--- src/rtl/sccb_init_pkg.sv ---
// Shared types for the SCCB init sequencer: FSM states, table markers and the ROM entry layout.
package sccb_init_pkg;

  typedef enum logic [3:0] {
    IDLE,
    FETCH,
    DECODE,
    WRITE,
    DELAY,
    READ,
    CHECK,
    NEXT,
    FINISH
  } state_t;

  localparam logic [7:0] MARK_ADDR = 8'hFF;
  localparam logic [7:0] MARK_END  = 8'hFF;

  typedef struct packed {
    logic [7:0] reg_addr;
    logic [7:0] reg_data;
  } tbl_entry_t;

endpackage

--- src/rtl/sccb_tick_gen.sv ---
// Free-running SCCB bit-rate tick: one-Clk pulse every DIV cycles, first pulse DIV cycles after reset.
module sccb_tick_gen #(
  parameter int DIV = 125
) (
  input  logic Clk,
  input  logic Reset,
  output logic tick
);

  logic [15:0] cnt;

  always_ff @(posedge Clk or posedge Reset) begin
    if (Reset) begin
      cnt  <= '0;
      tick <= 1'b0;
    end else begin
      tick <= (cnt == 16'(DIV - 1));
      if (cnt == 16'(DIV - 1)) cnt <= '0;
      else                     cnt <= cnt + 16'd1;
    end
  end

endmodule

--- src/rtl/sccb_init_sequencer.sv ---
// Table-driven OV7670 initialiser: one SCCB write per ROM entry with NACK retry, inline delay/end markers.
// Define SCCB_INIT_READBACK_EN to read each register back and count mismatches.
module sccb_init_sequencer
  import sccb_init_pkg::*;
#(
  parameter int  DEPTH     = 32,
  parameter int  DIV       = 125,
  parameter int  MAX_RETRY = 3,
  localparam int ADDR_W    = $clog2(DEPTH)
) (
  input  logic              Clk,
  input  logic              Reset,
  input  logic              start,
  output logic              busy,
  output logic              done,
  output logic              error,
  output logic [ADDR_W-1:0] tbl_addr,
  input  logic [15:0]       tbl_data,
  output logic              sccb_tick,
  output logic              sccb_req,
  output logic              sccb_rd,
  output logic [7:0]        sccb_addr,
  output logic [7:0]        sccb_wdata,
  input  logic              sccb_ack,
  input  logic              sccb_nack,
  input  logic [7:0]        sccb_rdata,
  output logic [7:0]        mismatch_cnt
);

  localparam int RETRY_W = (MAX_RETRY < 1) ? 1 : $clog2(MAX_RETRY + 1);

  state_t             state, state_n;
  logic [ADDR_W-1:0]  index, index_n;
  tbl_entry_t         entry, entry_n, tbl_in;
  logic [7:0]         delay_cnt, delay_n;
  logic [RETRY_W-1:0] retry_cnt, retry_n;
  logic               gap, gap_n;
  logic               error_n;
  logic               in_xfer, nack_hit, ack_hit, retry_ok;

  sccb_tick_gen #(.DIV(DIV)) u_tick (
    .Clk   (Clk),
    .Reset (Reset),
    .tick  (sccb_tick)
  );

  assign tbl_in     = tbl_data;
  assign tbl_addr   = index;
  assign sccb_addr  = entry.reg_addr;
  assign sccb_wdata = entry.reg_data;

  // gap forces one low request cycle between back-to-back attempts so the master sees a fresh edge
  assign in_xfer  = (state == WRITE) || (state == READ);
  assign sccb_req = in_xfer && !gap;
  assign nack_hit = sccb_req && sccb_nack;
  assign ack_hit  = sccb_req && sccb_ack && !sccb_nack;
  assign retry_ok = retry_cnt < RETRY_W'(MAX_RETRY);
  assign busy     = (state != IDLE) && (state != FINISH);
  assign done     = (state == FINISH);

`ifdef SCCB_INIT_READBACK_EN
  logic [7:0] mm_q, mm_n, rdata_q, rdata_n;
  assign sccb_rd      = (state == READ);
  assign mismatch_cnt = mm_q;
`else
  logic unused_rdata;
  assign unused_rdata = ^sccb_rdata;
  assign sccb_rd      = 1'b0;
  assign mismatch_cnt = 8'd0;
`endif

  always_comb begin
    state_n   = state;
    index_n   = index;
    entry_n   = entry;
    delay_n   = delay_cnt;
    retry_n   = retry_cnt;
    gap_n     = 1'b0;
    error_n   = error;
`ifdef SCCB_INIT_READBACK_EN
    mm_n      = mm_q;
    rdata_n   = rdata_q;
`endif

    if (nack_hit) begin
      if (retry_ok) begin
        retry_n = retry_cnt + RETRY_W'(1);
        gap_n   = 1'b1;
      end else begin
        error_n = 1'b1;
        state_n = FINISH;
      end
    end

    case (state)
      IDLE: begin
        if (start) begin
          state_n = FETCH;
          index_n = '0;
          error_n = 1'b0;
`ifdef SCCB_INIT_READBACK_EN
          mm_n    = 8'd0;
`endif
        end
      end
      FETCH: state_n = DECODE;
      DECODE: begin
        entry_n = tbl_in;
        retry_n = '0;
        if (tbl_in.reg_addr == MARK_ADDR) begin
          if (tbl_in.reg_data == MARK_END)   state_n = FINISH;
          else if (tbl_in.reg_data == 8'd0)  state_n = NEXT;
          else begin
            delay_n = tbl_in.reg_data;
            state_n = DELAY;
          end
        end else begin
          state_n = WRITE;
        end
      end
      WRITE: begin
        if (ack_hit) begin
`ifdef SCCB_INIT_READBACK_EN
          retry_n = '0;
          gap_n   = 1'b1;
          state_n = READ;
`else
          state_n = NEXT;
`endif
        end
      end
`ifdef SCCB_INIT_READBACK_EN
      READ: begin
        if (ack_hit) begin
          rdata_n = sccb_rdata;
          state_n = CHECK;
        end
      end
      CHECK: begin
        if (rdata_q != entry.reg_data && mm_q != 8'hFF) mm_n = mm_q + 8'd1;
        state_n = NEXT;
      end
`endif
      DELAY: begin
        if (sccb_tick) begin
          if (delay_cnt == 8'd1) state_n = NEXT;
          else                   delay_n = delay_cnt - 8'd1;
        end
      end
      NEXT: begin
        if (index == ADDR_W'(DEPTH - 1)) begin
          state_n = FINISH;
        end else begin
          index_n = index + ADDR_W'(1);
          state_n = FETCH;
        end
      end
      FINISH:  state_n = IDLE;
      default: state_n = IDLE;
    endcase
  end

  always_ff @(posedge Clk or posedge Reset) begin
    if (Reset) begin
      state     <= IDLE;
      index     <= '0;
      entry     <= '0;
      delay_cnt <= 8'd0;
      retry_cnt <= '0;
      gap       <= 1'b0;
      error     <= 1'b0;
`ifdef SCCB_INIT_READBACK_EN
      mm_q      <= 8'd0;
      rdata_q   <= 8'd0;
`endif
    end else begin
      state     <= state_n;
      index     <= index_n;
      entry     <= entry_n;
      delay_cnt <= delay_n;
      retry_cnt <= retry_n;
      gap       <= gap_n;
      error     <= error_n;
`ifdef SCCB_INIT_READBACK_EN
      mm_q      <= mm_n;
      rdata_q   <= rdata_n;
`endif
    end
  end

endmodule

--- config.mk ---
export PLATFORM = sky130hd
export DESIGN_NAME = sccb_init_sequencer
export DESIGN_NICKNAME = d
export VERILOG_FILES = /design/src/rtl/sccb_init_pkg.sv /design/src/rtl/sccb_tick_gen.sv /design/src/rtl/sccb_init_sequencer.sv
export SDC_FILE = /design/constraint.sdc
export NUM_CORES = 1
export LEC_CHECK = 0
export ABC_AREA = 1
export CORE_MARGIN = 1
export CORE_UTILIZATION = 52
export CTS_CLUSTER_DIAMETER = 50
export DETAILED_ROUTE_END_ITERATION = 6
export PLACE_DENSITY = 0.9
export SLEW_MARGIN = 20
export SYNTH_ARGS = -nofsm -noshare
export SYNTH_HDL_FRONTEND = slang
export SYNTH_SLANG_ARGS = --single-unit
export TNS_END_PERCENT = 20
--- constraint.sdc ---
create_clock -name Clk -period 2 [get_ports Clk]
set_clock_uncertainty 0.2 [all_clocks]
set_input_delay 0.4 -clock Clk [delete_from_list [all_inputs] [get_ports Clk]]
set_output_delay 0.4 -clock Clk [all_outputs]
set_load 0.1 [all_outputs]
* Yosys cells after proc, flatten, opt, wreduce, memory -nomap -nowiden
Cells that the tools add are included.
Cells by class: eq/ne operators 20, reduce and logical (&&, ||, !) cells 18, $add $sub $neg 4, muxes and demuxes 30, $lt $le $gt $ge 1
Operators by type and width (count):
- 8-bit 2-to-1 mux | 5
- 4-bit 2-to-1 mux | 9
- 4-bit one-hot mux with 6 select lines | 1
- 16-bit by 1-bit adder with 16-bit output (second input constant) | 1
- 16-bit by 7-bit equality test with 1-bit output (second input constant) | 1
- 8-bit equality test (second input constant) | 2
- 16-bit 2-to-1 mux | 1
- 8-bit one-hot mux with 2 select lines | 1
- 4-bit by 3-bit equality test with 1-bit output (second input constant) | 3
- 2-bit inequality test (second input constant) | 6
- 5-bit 2-to-1 mux | 2
- 5-bit one-hot mux with 2 select lines | 1
- 4-bit by 2-bit equality test with 1-bit output (second input constant) | 2
- 8-bit by 1-bit equality test with 1-bit output (second input constant) | 1
- 8-bit zero test | 1
- 2-bit 2-to-1 mux | 4
- 2-bit nonzero test | 4
- 8-bit by 1-bit subtractor with 8-bit output (second input constant) | 1
- 1-bit 2-to-1 mux | 6
- 6-bit AND reduction | 1
- 5-bit by 1-bit adder with 5-bit output (second input constant) | 1
- 5-bit equality test (second input constant) | 1
- 1-bit logical AND | 5
- 4-bit by 1-bit equality test with 1-bit output (second input constant) | 1
- 11 further kinds | 12
Storage, ports and cells: flip-flop bits (word level) 54

* Logic depth before layout (Yosys ltp)
Gate-level depths: netlist (run 1).
word-level depth 8, mapped depth 11, gate-level depth less buffers 11

* By module
From an unflattened synthesis (run 1), not the netlist that was laid out.
Second synthesis, totals: cells, all modules 446, area total of the unflattened synthesis 3246.9 µm²
Modules (own cells, without submodules):
- sccb_init_sequencer | times used 1, cells each 311, seq. area each 925.9 µm², area an instance 2277.2 µm²
- sccb_tick_gen | times used 1, cells each 135, seq. area each 425.4 µm², area an instance 969.7 µm²

* Worst setup path after synthesis (run 1)
OpenSTA, ideal clock, no wires.
kind register to output, from register state[1], to output done, required time 1400 ps, arrival 2701 ps, stages on the path, launching flop included 4, slack -1301 ps, path buffers 0, cells stage by stage dfrtp_1 nor2_2 nand2_1 nor2_1
Between the ends: word-level cells in the longest chain between the ends 1
Ends and longest elaborated chain:
- start: declaration | line sccb_init_sequencer.sv:32 | state_t state, state_n;
- start signal: assignment | line sccb_init_sequencer.sv:177 | state <= state_n;
- 4-bit equality test | line sccb_init_sequencer.sv:59 | assign done = (state == FINISH);
- end: declaration | line sccb_init_sequencer.sv:15 | output logic done,
Every way passes these cells.

* Worst setup path in the final report (run 1)
from register state[0], to output done
The elaborated chain is that of the path after synthesis.

==> results of run 1 <==
registers in the layout, indices dropped and copies added, names as in the netlist:
name,cells
retry_cnt,2
sccb_addr,8
state,4
error,1
sccb_wdata,8
delay_cnt,8
u_tick.tick,1
gap,1
tbl_addr,5
u_tick.cnt,16
cells by family after synthesis:
kind of cell	share of synthesized area [%]
simple gates	35.2
buf+inv	10.0
flops	43.3
compound gates	5.77
xor+xnor	2.81
fa+ha+maj	2.81
other cells	0.120
power by group through the flow:
| stage | sequential, W | clock [W] | combinational, W |
|---|---|---|---|
| finish | 0.00179 | 0.000601 | 0.00441 |
| global route | 0.00182 | 0.000648 | 0.00465 |
| CTS | 0.00177 | 0.000610 | 0.00428 |
| detailed placement | 0.00180 | 0 | 0.00409 |
| global placement | 0.00179 | 0 | 0.00398 |
| floorplan | 0.00301 | 0 | 0.00148 |
through the flow:
stage / setup slack, ns / util (%) / total power [W] / setup TNS [ns] / cells
after global placement: -0.107 / 70.8 / 0.00577 / -0.862 / 530
after CTS: 0.00582 / 74.0 / 0.00666 / 0 / 549
after detailed placement: -0.167 / 70.8 / 0.00589 / -1.42 / 530
after global routing: -0.0874 / 75.2 / 0.00712 / -0.171 / 556
final: -0.0230 / 75.2 / 0.00680 / -0.0406 / 556
after floorplan: -0.0468 / - / 0.00449 / -0.189 / 417
repair_timing:
| item | 4_1_cts | 5_1_grt |
|---|---|---|
| gates resized for setup | 7 | 5 |
| cloned | 0 | 1 |
| hold endpoints to repair | 0 | 0 |
| setup endpoints to repair | 2 | 11 |
| pin swaps | 6 | 4 |
| buffers inserted | 11 | 6 |
area by class of cell:
cell class | instances | area, sq um
Tap cell | 72 | 90.1
Inverter | 56 | 216
Sequential cell | 54 | 1360
Clock inverter | 1 | 7.51
Clock buffer | 7 | 76.3
Multi-Input combinational cell | 294 | 1550
Fill cell | 352 | 1400
Timing Repair Buffer | 72 | 941
worst register-to-register path, delay by kind of cell (launching register included):
family	cells	cell delay, ns
AND/OR/NAND/NOR	7	0.80
flip-flops	1	0.45
buffers and inverters	3	0.37
routing by layer:
metal	global-route usage [%]	part of all wire, %
met2	47.6	53
met4	11.8	2.3
met5	0	0
met3	5.14	5.4
met1	30.8	40
cell usage in the layout, fill, tap and decap left out:
cell / instances
clkinvlp_4: 2
clkbuf_1: 2
ha_4: 1
o31ai_1: 1
xnor2_1: 3
nor3_4: 1
ha_1: 6
o21ai_1: 8
nor2_2: 2
nor3b_1: 1
conb_1: 9
inv_1: 47
inv_4: 1
nand4_1: 7
buf_12: 28
nand2_1: 117
nand3b_1: 2
nand3_4: 3
nor2_1: 43
o21ai_0: 20
nor4_1: 2
nand2_2: 8
nor2_4: 10
clkbuf_8: 5
inv_2: 7
dfrtp_1: 47
nor4_4: 1
buf_4: 24
o21a_1: 1
dfrtp_2: 7
xor2_1: 7
nor3_1: 6
nand3_1: 26
a21oi_1: 5
clkdlybuf4s50_1: 20
nand2_4: 4
worst max-delay path by stage:
stage | startpoint | end | slack, ns
after global placement | tbl_data[13] | delay_cnt[3] | -0.11
final | state[0] | done | -0.02
after global routing | state[0] | sccb_req | -0.09
after floorplan | tbl_addr[1] | state[0] | -0.05
after detailed placement | tbl_data[12] | delay_cnt[0] | -0.17
after CTS | state[3] | sccb_req | 0.006
==> qor.csv, run 1 <==
stage,metric,value,unit
run_status,status,finished with violations,
run_status,violations,setup timing,
synth,netlist_top_cells_count,"nand2_1 (121), dfrtp_1 (54), inv_1 (50)",
global_routing,grt_pass1_wl,13.2,mm
power_and_ir_drop,ir_drop,1.51,mV
floorplan,core-area,5640,sq um
sta,fmax,0.494,GHz
sta,setup_viol,2,
global_routing,grt_max_degree,22,
sta,worst_slack,-0.0230,ns
cells_and_area,nets,519,
worst_setup_path,crit_buf_inv,2,
power_and_ir_drop,pwr-share-comb,64.9,%
worst_setup_path,path_cells,buf_4 -> nor2_4 -> nand2_4 -> nor2_4 -> buf_12,
cells_and_area,syn2layout_area_growth,35.9,%
floorplan,initial_core_util,55.3,%
sta,slew_viol_final,0,
clock_network,htree_levels,2,
worst_setup_path,r2r_end,delay_cnt[4],
global_routing,overflow,0,
clock_network,path_clk_slew,0.10,ns
floorplan,design.die.area,6320,sq um
power_and_ir_drop,power_switching,0.00361,W
synth,ys_ff_latch,54,
cells_and_area,finish.instance_area,4240,sq um
placement,place_hpwl,5.71,mm
power_and_ir_drop,power.share.clock,8.8,%
route,vias,3007,
sta,hold_viol,0,
floorplan,die_y,79.5,um
synth,syn_area,3120,sq um
synth,synth_top_cell_by_area,dfrtp_1,
synth,ys.flop_type,dfrtp_1,
sta,hold_ws,0.227,ns
placement,port_buffers,46,
power_and_ir_drop,p_leak,2.05,nW
power_and_ir_drop,power_frac_seq,26.3,%
synth,synth_enable_flop_cells,0,
floorplan,num_rows,27,
clock_network,cts_num_sinks,54,
worst_setup_path,r2r-start,state[0],
global_routing,antenna_found_initial,0,
worst_hold_path,worst_hold_path_type,input port to asynchronous set/reset pin,
placement,place.gp.congestion,0.871,
clock_network,cts_hold_buffers,0,
route,drt_iter0_drc,237,
route,drc,0,
synth,synth_cell_type_count,32,
sta,min_period_over_period,101,%
clock_network,cts_tree,built,
clock_network,cts_root_buf,clkbuf_8,
synth,seq_area_frac_synth,43.3,%
route,wl_per_cell,14.3,um
route,via_per_inst,5.41,
worst_setup_path,path_class,flop to output pin,
worst_setup_path,cp_max_fo,3,
global_routing,grt_pass1_vias,3014,
worst_setup_path,arrival,1.42,ns
worst_setup_path,reg2reg_depth,10,
synth,synth_warnings,0,
synth,syn_inst,409,
run,max_cap_violations,0,
worst_setup_path,critical-path-max-stage-delay,0.45,ns
cells_and_area,drive_above_1_share,21.5,%
worst_setup_path,cp_top_family,flip-flops,
clock_network,numCtsBuffers,5,
power_and_ir_drop,power_density,1600,nW/um^2
floorplan,ios,64,
cells_and_area,antennaDiodeCount,0,
route,ant_nets,0,
worst_setup_path,crit_required,1.40,ns
sta,fin_crit,2.02,ns
synth,synthMostInstantiatedCell,nand2_1,
worst_setup_path,cp_common_cell,nor2_4,
power_and_ir_drop,p_int,0.00318,W
power_and_ir_drop,swShare,53.2,%
worst_setup_path,cp_slowest_cell,dfrtp_1,
worst_setup_path,cp.depth,5,
synth,synthTopCellsByArea,"dfrtp_1 (43%), nand2_1 (15%), inv_1 (6.0%)",
worst_setup_path,crit_path_start_kind,flop,
route,drtPass1Iterations,5,
sta,rsz0062_at_grt,true,
route,wl,7.97,mm
worst_setup_path,rrSetupSlack,0.06,ns
clock_network,clk-insertion-delay-late,0.31,ns
synth,synth_top_area_share,43.3,%
worst_setup_path,endpoint_kind,output pin,
floorplan,fp.dieW,79.5,um
clock_network,cts_buffer_depth,2,
synth,ys_async_sr_fraction,100,%
synth,syn_avg_cell_area,7.63,sq um
global_routing,track_usage,26.7,%
placement,post_dp_cell_area,4000,sq um
Note: power is estimated with default switching activity, not from simulation.
==> inputs of run 2 (changes only) <==
--- a/config.mk
+++ b/config.mk
@@ -11,6 +11,7 @@
 export CTS_CLUSTER_DIAMETER = 50
 export DETAILED_ROUTE_END_ITERATION = 6
 export PLACE_DENSITY = 0.9
+export RECOVER_POWER = 50
 export SLEW_MARGIN = 20
 export SYNTH_ARGS = -nofsm -noshare
 export SYNTH_HDL_FRONTEND = slang
==> qor.csv, run 2 (same netlist as run 1, synthesis figures left out) <==
stage,metric,value,unit,change
floorplan,die_y,79.5,um,unchanged
clock_network,htree_levels,2,,unchanged
placement,placed_cells,530,,unchanged
sta,fmax,0.493,GHz,-0.19%
global_routing,grt_pass1_vias,3014,,unchanged
power_and_ir_drop,p_leak,2.00,nW,-2.8%
clock_network,cts_buffer_depth,2,,unchanged
clock_network,cts_num_sinks,54,,unchanged
sta,setup_viol,2,,unchanged
global_routing,antenna_found_initial,0,,unchanged
route,via_per_inst,5.40,,-0.20%
route,wl,7.96,mm,about the same
worst_setup_path,arrival,1.43,ns,about the same
worst_setup_path,cp_top_family,flip-flops,,
sta,worst_slack,-0.0268,ns,-0.00377 ns
route,ant_nets,0,,unchanged
worst_setup_path,crit_required,1.40,ns,about the same
power_and_ir_drop,power_density,1590,nW/um^2,-1.1%
cells_and_area,top_register,u_tick.cnt,,
route,wl_per_cell,14.3,um,about the same
worst_hold_path,hp-start,u_tick.cnt[0],,
worst_setup_path,rrSetupSlack,0.05,ns,about the same
worst_setup_path,cp_common_cell,nor2_4,,
worst_setup_path,cp_max_fo,3,,unchanged
worst_hold_path,worst_hold_path_type,flop to flop,,
cells_and_area,final_common_cell,nand2_1,,
sta,fin_crit,2.03,ns,+0.00377 ns
worst_setup_path,r2r_end,delay_cnt[4],,
global_routing,track_usage,26.7,%,unchanged
run,max_cap_violations,0,,unchanged
worst_setup_path,crit_buf_inv,2,,unchanged
clock_network,numCtsBuffers,5,,unchanged
worst_setup_path,reg2reg_depth,10,,unchanged
route,drt_iter0_drc,199,,-16%
floorplan,design.die.area,6320,sq um,unchanged
sta,hold_ws,0.291,ns,+0.0643 ns
route,drtPass1Iterations,5,,unchanged
worst_setup_path,critical-path-max-stage-delay,0.45,ns,about the same
cells_and_area,largest_register_ffs,16,,unchanged
clock_network,path_clk_slew,0.10,ns,about the same
power_and_ir_drop,power,0.00646,W,-5.0%
floorplan,num_rows,27,,unchanged
sta,slew_viol_final,0,,unchanged
worst_hold_path,hold_depth,1,,
worst_setup_path,path_cells,buf_4 -> nor2_4 -> nand2_4 -> nor2_4 -> buf_12,,
sta,min_period_over_period,101,%,+0.19 points
sta,max_slew_margin,53.3,%,
floorplan,ios,64,,unchanged
run_status,status,finished with violations,,
route,drc,0,,unchanged
cells_and_area,final_cell_mix,"nand2_1 (117), inv_1 (48), dfrtp_1 (47)",,
cells_and_area,nets,519,,unchanged
route,vias,3001,,-0.20%
global_routing,grt_pass1_wl,13.2,mm,unchanged
floorplan,fp.dieW,79.5,um,unchanged
cells_and_area,syn2layout_area_growth,30.5,%,
sta,tightest_slew,0.699,ns,
worst_hold_path,min_to,u_tick.cnt[0],,
global_routing,grt_max_degree,22,,unchanged
worst_setup_path,path_class,flop to output pin,,
floorplan,initial_core_util,55.3,%,unchanged
worst_setup_path,endpoint_kind,output pin,,
clock_network,cts_root_buf,clkbuf_8,,
global_routing,overflow,0,,unchanged
floorplan,core-area,5640,sq um,unchanged
clock_network,cts_tree,built,,
cells_and_area,finalNonFillerCells,556,,unchanged
worst_setup_path,r2r-start,state[0],,
cells_and_area,antennaDiodeCount,0,,unchanged
cells_and_area,post-route-util,72.2,%,-3.0 points
sta,hold_viol,0,,unchanged
placement,place_hpwl,5.71,mm,unchanged
sta,rsz0062_at_grt,true,,
run_status,violations,setup timing,,
power_and_ir_drop,ir_drop,1.46,mV,-2.9%
clock_network,cts_hold_buffers,0,,unchanged
clock_network,clk-insertion-delay-late,0.31,ns,about the same
placement,dpl_worst_slack,-0.167,ns,unchanged
worst_setup_path,crit_path_start_kind,flop,,
cells_and_area,drive_above_1_share,21.1,%,-0.41 points
placement,port_buffers,46,,unchanged
placement,place.gp.congestion,0.871,,unchanged
worst_setup_path,cp_slowest_cell,dfrtp_1,,
## run 2: routing by layer
| layer | vias up | wire (um) | GRT usage (%) |
|---|---|---|---|
| met5 | - | 0 | 0 |
| met4 | 0 | 171 | 11.8 |
| met3 | 25 | 451 | 5.14 |
| met2 | 136 | 4210 | 47.6 |
| met1 | 1425 | 3130 | 30.8 |
| li1 | 1415 | - | - |
## run 2: repair_timing
item | 4_1_cts | 5_1_grt
endpoints found under the setup margin | 2 | 11
gates resized for setup | 7 | 5
cloned | 0 | 1
buffers inserted | 11 | 6
pin swaps | 6 | 4
## run 2: where the power goes
part           internal [W]  switching, W
Combinational       0.00123       0.00289
Sequential          0.00142      0.000317
Clock              0.000249      0.000351
Total               0.00290       0.00356
## run 2: layout make-up
class	instances	area, sq um
Sequential cell	54	1360
Fill cell	375	1570
Tap cell	72	90.1
Inverter	56	216
Multi-Input combinational cell	294	1550
Timing Repair Buffer	72	772
Clock inverter	1	7.51
Clock buffer	7	76.3
## run 2: worst max-delay path by stage
stage	start	slack, ns	cells past startpoint	endpoint
finish	state[0]	-0.03	5	done
global route	state[0]	-0.09	7	sccb_req
CTS	state[3]	0.006	6	sccb_req
detailed placement	tbl_data[12]	-0.17	9	delay_cnt[0]
global placement	tbl_data[13]	-0.11	9	delay_cnt[3]
floorplan	tbl_addr[1]	-0.05	11	state[0]
## run 2: per-stage QoR
stage | TNS, ns | area [sq um]
after floorplan | -0.189 | 3200
after global placement | -0.862 | 4000
after detailed placement | -1.42 | 4000
after CTS | 0 | 4180
after global routing | -0.171 | 4070
final | -0.0414 | 4070
